<file path="config.mk">
export PLATFORM = sky130hd
export DESIGN_NAME = ins_mem_loader
export DESIGN_NICKNAME = d
export VERILOG_FILES = /design/src/rtl/ins_mem_loader_pkg.sv /design/src/rtl/ins_word_packer.sv /design/src/rtl/ins_mem_loader.sv
export SDC_FILE = /design/constraint.sdc
export NUM_CORES = 1
export LEC_CHECK = 0
export CORE_ASPECT_RATIO = 0.9
export CORE_MARGIN = 5
export CORE_UTILIZATION = 55
export DETAILED_ROUTE_END_ITERATION = 8
export HOLD_SLACK_MARGIN = 0.06
export PLACE_DENSITY = 0.77
export SLEW_MARGIN = 20
export SYNTH_ARGS = -nofsm -noshare
export SYNTH_HDL_FRONTEND = slang
export SYNTH_HIERARCHICAL = 1
export SYNTH_SLANG_ARGS = --single-unit
</file>
<file path="constraint.sdc">
create_clock -name clk -period 2.5 [get_ports clk]
set_clock_uncertainty 0.05 [all_clocks]
set_input_delay 0.5 -clock clk [delete_from_list [all_inputs] [get_ports clk]]
set_output_delay 0.5 -clock clk [all_outputs]
set_load 0.05 [all_outputs]
</file>
<file path="src/rtl/ins_mem_loader_pkg.sv">
// Shared types and constants for the boot-time instruction memory loader.
package ins_mem_loader_pkg;

    typedef enum logic [1:0] {
        ST_IDLE    = 2'd0,
        ST_COLLECT = 2'd1,
        ST_WRITE   = 2'd2,
        ST_DONE    = 2'd3
    } state_t;

    localparam int DATA_WIDTH = 32;
    localparam int BYTES      = DATA_WIDTH / 8;

    // A single-byte word still needs a 1-bit lane counter to stay a legal vector.
    function automatic int lane_width(input int nb);
        return (nb > 1) ? $clog2(nb) : 1;
    endfunction

    localparam int LANE_W = lane_width(BYTES);

endpackage

</file>
<file path="src/rtl/ins_word_packer.sv">
// Packs accepted bytes little-endian into one word; lane 0 is the first byte of a word.
module ins_word_packer
    import ins_mem_loader_pkg::*;
#(
    parameter int NB = BYTES
) (
    input  logic            clk,
    input  logic            RST,
    input  logic [7:0]      data_byte,
    input  logic            accept,
    input  logic            clear,
    output logic [NB*8-1:0] word,
    output logic            word_full
);

    localparam int LW = lane_width(NB);

    logic [NB*8-1:0] lanes;
    logic [LW-1:0]   lane;

    // The merged view lets the consumer capture the complete word on the final byte's edge.
    always_comb begin
        word = lanes;
        if (accept) begin
            word[int'(lane)*8 +: 8] = data_byte;
        end
    end

    assign word_full = accept && (lane == LW'(NB - 1));

    always_ff @(posedge clk or negedge RST) begin
        if (!RST) begin
            lanes <= '0;
            lane  <= '0;
        end else if (clear) begin
            lanes <= '0;
            lane  <= '0;
        end else if (accept) begin
            lanes <= word;
            lane  <= word_full ? '0 : lane + LW'(1);
        end
    end

endmodule

</file>
<file path="src/rtl/ins_mem_loader.sv">
// Boot loader: streams bytes into instruction memory and releases the CPU once the image is written.
module ins_mem_loader
    import ins_mem_loader_pkg::*;
#(
    parameter int DataWidth = DATA_WIDTH,
    parameter int Depth     = 100,
    parameter int CntWidth  = 16
) (
    input  logic                 clk,
    input  logic                 RST,
    input  logic                 start,
    input  logic [CntWidth-1:0]  word_count,
    input  logic [7:0]           byte_data,
    input  logic                 byte_valid,
    output logic                 byte_ready,
    output logic [DataWidth-1:0] WRData,
    output logic [DataWidth-1:0] Addres,
    output logic                 WREnable,
    output logic                 busy,
    output logic                 done,
    output logic                 error,
    output logic                 cpu_hold,
    output state_t               dbg_state
);

    localparam int NB = DataWidth / 8;
    localparam logic [CntWidth-1:0] DEPTH_C = CntWidth'(Depth);

    state_t                state;
    logic [CntWidth-1:0]   rem;
    logic                  accept;
    logic                  clear;
    logic [DataWidth-1:0]  word;
    logic                  word_full;

    // Handshake: a byte transfers on a rising edge where byte_valid and byte_ready are both high;
    // the sender holds byte_data stable while byte_valid is high and byte_ready is low.
    assign accept    = byte_valid && byte_ready;
    assign clear     = (state == ST_IDLE);
    assign dbg_state = state;

    ins_word_packer #(.NB(NB)) u_packer (
        .clk       (clk),
        .RST       (RST),
        .data_byte (byte_data),
        .accept    (accept),
        .clear     (clear),
        .word      (word),
        .word_full (word_full)
    );

    always_ff @(posedge clk or negedge RST) begin
        if (!RST) begin
            state      <= ST_IDLE;
            rem        <= '0;
            byte_ready <= 1'b0;
            WRData     <= '0;
            Addres     <= '0;
            WREnable   <= 1'b0;
            busy       <= 1'b0;
            done       <= 1'b0;
            error      <= 1'b0;
            cpu_hold   <= 1'b1;
        end else begin
            done     <= 1'b0;
            WREnable <= 1'b0;
            case (state)
                ST_IDLE: begin
                    if (start) begin
                        error <= 1'b0;
                        rem   <= word_count;
                        if (word_count == '0) begin
                            done     <= 1'b1;
                            cpu_hold <= 1'b0;
                        end else if (word_count > DEPTH_C) begin
                            error <= 1'b1;
                        end else begin
                            Addres     <= '0;
                            cpu_hold   <= 1'b1;
                            busy       <= 1'b1;
                            byte_ready <= 1'b1;
                            state      <= ST_COLLECT;
                        end
                    end
                end
                ST_COLLECT: begin
                    if (word_full) begin
                        byte_ready <= 1'b0;
                        WREnable   <= 1'b1;
                        WRData     <= word;
                        state      <= ST_WRITE;
                    end
                end
                ST_WRITE: begin
                    rem <= rem - CntWidth'(1);
                    if (rem == CntWidth'(1)) begin
                        done     <= 1'b1;
                        busy     <= 1'b0;
                        cpu_hold <= 1'b0;
                        state    <= ST_DONE;
                    end else begin
                        Addres     <= Addres + DataWidth'(1);
                        byte_ready <= 1'b1;
                        state      <= ST_COLLECT;
                    end
                end
                ST_DONE: begin
                    state <= ST_IDLE;
                end
                default: begin
                    state <= ST_IDLE;
                end
            endcase
        end
    end

endmodule
</file>
Word level (Yosys, flattened, before mapping)
Cells that the tools add are included.
{ "op_classes": {"n_shift": 2, "order_cmp": 1, "n_mux": 39, "add_sub_neg": 4, "n_eq_ne": 12, "reduce_logical": 15} }
{ "op_table": {"columns": ["cell", "n"], "rows": [
  ["$mux 32", 7],
  ["$pmux 32 s2", 1],
  ["$neg 5->33", 1],
  ["$shift 8x33->32 const A", 1],
  ["$shiftx 8x33->32", 1],
  ["$add 32x1->32 const B", 1],
  ["$bwmux 32", 1],
  ["$pmux 16 s2", 1],
  ["$eq 16x1->1 const B", 1],
  ["$gt 16x7->1 const B", 1],
  ["$logic_not 16->1", 1],
  ["$mux 16", 1],
  ["$mux 2", 8],
  ["$sub 16x1->16 const B", 1],
  ["$mux 1", 15],
  ["$ne 2x2->1 const B", 5],
  ["$reduce_and 5->1", 2],
  ["$pmux 2 s4", 1],
  ["$reduce_and 4->1", 2],
  ["$eq 2x2->1 const B", 3],
  ["$pmux 1 s2", 3],
  ["$reduce_and 2->1", 3],
  ["$reduce_and 6->1", 1],
  ["$reduce_bool 2->1", 2],
  ["8 further kinds", 9]
]} }
{ "totals": {"ff_bits": 122, "word_cells": 85, "out_inout_bits": 72, "in_bits": 28} }

Depth between registers and ports, before layout
{ "depth": {"word_depth": 6, "depth_mapped": 10, "mapped_depth_nobuf": 7} }

Cells and area by module
Netlist, hierarchy kept.
{ "modules_own_cells": {"columns": ["mod", "cells_each", "area_per_inst_um2", "seq_area_each_um2", "n_inst"], "rows": [
  ["ins_mem_loader", 486, 4521.8, 2203.4, 1],
  ["ins_word_packer", 207, 2228.4, 850.8, 1]
]} }

Least setup slack after synthesis
OpenSTA, ideal clock, no wires.
{ "synth_timing": {"kind": "reg-to-reg", "from": "register byte_ready", "to": "register WRData[10]", "synth_period_minus_slack_ns": 2.379, "t_required_ns": 2.384, "path_stages_with_launch": 11, "setup_ns": 0.066, "setup_slack_ns": 0.121, "n_path_buf": 4, "arrival_ns": 2.263, "cell_sequence": "dfrtp_1 -> and2_1 -> buf_2 -> and2_1 -> buf_2 -> buf_4 -> nand3b_1 -> inv_1 -> clkbuf_1 -> nand2_1 -> nand2_1"} }
{ "synth_between": {"elab_chain_cells": 3, "word_cells_on_any_way": 4, "cone_classes": "mux (1); reduce/logical (3)"} }
{ "synth_lines": {"columns": ["item", "line", "rtl"], "rows": [
  ["from (decl)", "ins_mem_loader.sv:15", "output logic byte_ready,"],
  ["from (signal assigned)", "ins_mem_loader.sv:56", "byte_ready <= 1'b0;"],
  ["from (signal assigned)", "ins_mem_loader.sv:81", "byte_ready <= 1'b1;"],
  ["from (signal assigned)", "ins_mem_loader.sv:88", "byte_ready <= 1'b0;"],
  ["$logic_and 1x1->1", "ins_mem_loader.sv:38", "assign accept = byte_valid && byte_ready;"],
  ["via accept", "ins_mem_loader.sv:31", "logic accept;"],
  ["$logic_and 1x1->1", "ins_word_packer.sv:29", "assign word_full = accept && (lane == LW'(NB - 1));"],
  ["via word_full", "ins_mem_loader.sv:34", "logic word_full;"],
  ["$reduce_and 2->1 (no source line)", null, null],
  ["to (signal assigned)", "ins_mem_loader.sv:90", "WRData <= word;"],
  ["to (decl)", "ins_mem_loader.sv:16", "output logic [DataWidth-1:0] WRData,"]
]} }
The timed path passes the listed nets, and every way through them passes these cells.
A chain may end at the register's enable or synchronous reset.

Worst setup path after layout
{ "layout_timing": {"from": "register rem[2]", "to": "register Addres[25]"} }
{ "layout_between": {"elab_chain_cells": 3} }
{ "layout_lines": {"columns": ["item", "line", "rtl"], "rows": [
  ["from (decl)", "ins_mem_loader.sv:30", "logic [CntWidth-1:0] rem;"],
  ["from (signal assigned)", "ins_mem_loader.sv:71", "rem <= word_count;"],
  ["from (signal assigned)", "ins_mem_loader.sv:95", "rem <= rem - CntWidth'(1);"],
  ["$eq 16x1->1", "ins_mem_loader.sv:96", "if (rem == CntWidth'(1)) begin"],
  ["$ne 2x2->1 (no source line)", null, null],
  ["$reduce_and 5->1 (no source line)", null, null],
  ["to (signal assigned)", "ins_mem_loader.sv:102", "Addres <= Addres + DataWidth'(1);"],
  ["to (decl)", "ins_mem_loader.sv:17", "output logic [DataWidth-1:0] Addres,"]
]} }
No other way between the ends.

==> summary.txt <==
Run status
  – Status: finished, final reports clean

Drt
  – Initial DRT Pass Iterations: 5
  – # DRC: 0
  – Wire per inst: 18.9 um
  – DRT antenna net count: 0
  – Vias: 6053
  – Via density: 6.18
  – Drt first-iter violations: 622
  – WL final: 18.5 mm

Timing
  – Fmax: 0.424 GHz
  – # setup viols final: 0
  – Slew margin rel.: 0.478
  – Worst Max-Slew Pin Slew: roughly 0.78 ns
  – Final Cycle Share: 0.943
  – Unrepaired setup endpoints after global routing: false
  – Slew Limit Fails: 0
  – Min Hold Slack: 0.112 ns
  – Hold Fails Final Rpt: 0
  – Tmin final: 2.36 ns

Clocking
  – Num CTS Buffers: 17
  – CTS tree: built
  – Clock root cell: clkbuf_16
  – Post-CTS Setup Inserts: 0
  – Clock-pin slew on the worst setup and hold paths: about 0.060 ns
  – CTS H-tree depth: 4
  – Maximum clock insertion buffer count: 2
  – TritonCTS Sinks: around 120
  – Clock Latency Late Sink: 0.42 ns

Die
  – Die Area: around 15000 um2
  – IO Pins: 100
  – Starting Density: 0.561
  – Die width: 127 um
  – Die Ht: 115 um
  – Core area: 12000 um2
  – # rows: 38

Yosys
  – Mapped Avg Cell Area: roughly 10 um2
  – Synth warn: 6
  – Post-synth EDFFs: 0
  – Sequential fraction of the synthesis area: 0.452
  – Fraction of registers with async set/reset: 1.00
  – Yosys cell types: 74
  – Mapped Area: 6750 um2
  – Post-Syn Instances: 693
  – Yosys reg bits: 122
  – Post-synth top flop: dfrtp_1
  – Syn_nets: 729

Critical path
  – Crit Path Max Fanout: 23
  – Largest stage delay on the critical path: 0.48 ns
  – R2R cell count: 5
  – CP Launch Type: flip-flop
  – Worst R2R End: Addres[25]$_DFFE_PN0P_
  – Top cell family by delay on the critical path: simple AND/OR/NAND/NOR gates
  – CP Cell Sequence: nor4_1 -> and4_1 -> or2b_4 -> nor2_1 -> a221o_1
  – Slowest cell on the critical path: nor4_1
  – WP data arrival: approximately 2.6 ns
  – Stages on the worst setup path: 5
  – Crit path buf inv count: 0
  – Worst setup EP type: flip-flop
  – Data required, critical path: between 2 and 3 ns
  – Critical R2R Launch: rem[2]$_DFFE_PN0P_
  – Critical path class: reg -> reg
  – Worst R2R Setup Slack: 0.14 ns

Final layout
  – Reg area: slightly above 3000 um2
  – Final Cell Area: 8660 um2
  – Nets: between 800 and 900
  – Proportion of layout cells with a drive suffix above 1: 0.140
  – Commonest cells after routing, fill and taps aside: nand2_1 (130), dfrtp_1 (121), clkdlybuf4s50_1 (97), buf_4 (42), a32o_1 (38)
  – Area occupied by multi-input gates: about 3300 um2
  – FILL cells: 900
  – Layout area overhead: 28.4%
  – Ant. Diodes: 0
  – Final core occ: 0.720
  – Most common cell after layout, fill and taps aside: nand2_1
  – Non-Filler Instances: 979

Placement
  – Global placement routability congestion: 0.862
  – Post-Place Cell Area: 8030 um2
  – Placed Cells incl. Taps: 947
  – Post-DP HPWL: 13.0 mm
  – Port bufs: 99

Power and ir drop
  – VDD IR-drop max: 521 uV
  – NetSw: 1.68 mW
  – Reg power frac: 0.391
  – Internal power: 4.16 mW
  – Power Density: 674 nW/um2
  – Combinational fraction of design power: 0.166
  – Net Sw Frac: 0.288
  – Clock power share: 0.443
  – Static leakage: 3.78 nW

Global routing
  – GRT Total Usage: 0.263
  – First-pass GRT wire length: 31.0 mm
  – Vias in the first global route: 5993
  – Largest net degree at the start of global routing: 55
  – Initial antenna violation count: 0
  – Overflow after GRT: 0

Job
  – Max-Cap Viols: 0

Min path
  – Min-Delay Path Class: in -> async
worst max path at each step:
stage,to,start,slack [ns]
floorplan,WRData[10]$_DFFE_PN0P_,byte_ready$_DFFE_PN0P_,0.12
global placement,Addres[25]$_DFFE_PN0P_,word_count[10],-0.08
detailed placement,Addres[25]$_DFFE_PN0P_,word_count[11],-0.13
CTS,Addres[19],Addres[19]$_DFFE_PN0P_,0.13
global route,Addres[25]$_DFFE_PN0P_,rem[2]$_DFFE_PN0P_,0.03
finish,Addres[25]$_DFFE_PN0P_,rem[2]$_DFFE_PN0P_,0.14
power groups by stage:
| stage | Combinational, mW | Clock, mW | Sequential, mW |
|---|---|---|---|
| 3_5_place_dp | 0.971 | 0 | 2.31 |
| 4_1_cts | 0.976 | 2.62 | 2.28 |
| 2_1_floorplan | 0.291 | 0 | 2.56 |
| 5_1_grt | 1.03 | 2.73 | 2.30 |
| 6_report | 0.971 | 2.59 | 2.28 |
| 3_3_place_gp | 0.952 | 0 | 2.30 |
repair_timing:
item / 4_1_cts / 5_1_grt
hold buffers: 0 / 0
endpoints found under the hold margin: 0 / 0
resized for setup: 2 / 0
endpoints found under the setup margin: 5 / 0
state kept, by name, indices dropped and copies added (netlist names):
name and count:
cpu_hold 1, rem 16, busy 1, WREnable 1, dbg_state 2, done 1
Addres 32, u_packer/lane 2, u_packer/lanes 32, error 1, WRData 32, byte_ready 1
layout make-up:
cell class	count	share of cell area
Timing Repair Buffer	143	0.156
Clock buffer	20	0.0527
Sequential cell	122	0.352
Inverter	22	0.00953
Clock inverter	12	0.0198
Multi-Input combinational cell	500	0.386
Tap cell	160	0.0231
per-layer routing:
layer  GRT usage  up-vias  routed length, um
met1       0.369     2986               8550
li1            -     2810                  -
met3      0.0599       27               1200
met2       0.411      230               8540
met4      0.0808        0                252
met5           0        -                  0
cell families (layout without fill, tap and decap cells):
| family | count (synthesis) | in the layout | share of synthesized area |
|---|---|---|---|
| buffers and inverters | 71 | 197 | 0.0532 |
| adder cells (fa/ha/maj) | 8 | 8 | 0.0148 |
| multiplexers | 4 | 4 | 0.00816 |
| flip-flops | 122 | 122 | 0.452 |
| AND/OR/NAND/NOR | 312 | 312 | 0.247 |
| AO/OA/AOI/OAI | 176 | 176 | 0.224 |
per-stage QoR:
stage          setup slack (ns)  setup TNS (ns)  total power [mW]
5_1_grt                  0.0298               0              6.06
6_report                  0.143               0              5.84
4_1_cts                   0.132               0              5.87
3_5_place_dp             -0.126           -1.06              3.28
2_1_floorplan             0.121               0              2.85
3_3_place_gp            -0.0759          -0.399              3.25
Yosys cell counts, drive strengths merged, types with 6 or more instances:
cell,count,area share
nand2,130,0.072
dfrtp,121,0.45
a32o,38,0.056
nor2,36,0.020
a21oi,27,0.022
nand3,27,0.021
buf,26,0.028
clkbuf,23,0.013
inv,22,0.012
nor2b,20,0.019
a31oi,14,0.017
and3,14,0.013
nor3,14,0.010
nor4,13,0.021
o21ai,13,0.0096
o22ai,12,0.015
o2bb2ai,12,0.016
nand4b,11,0.014
a211o,9,0.012
and4,8,0.010
ha,8,0.015
o32ai,8,0.017
o211a,7,0.010
o211ai,6,0.0082
(Power assumes the default switching activity.)
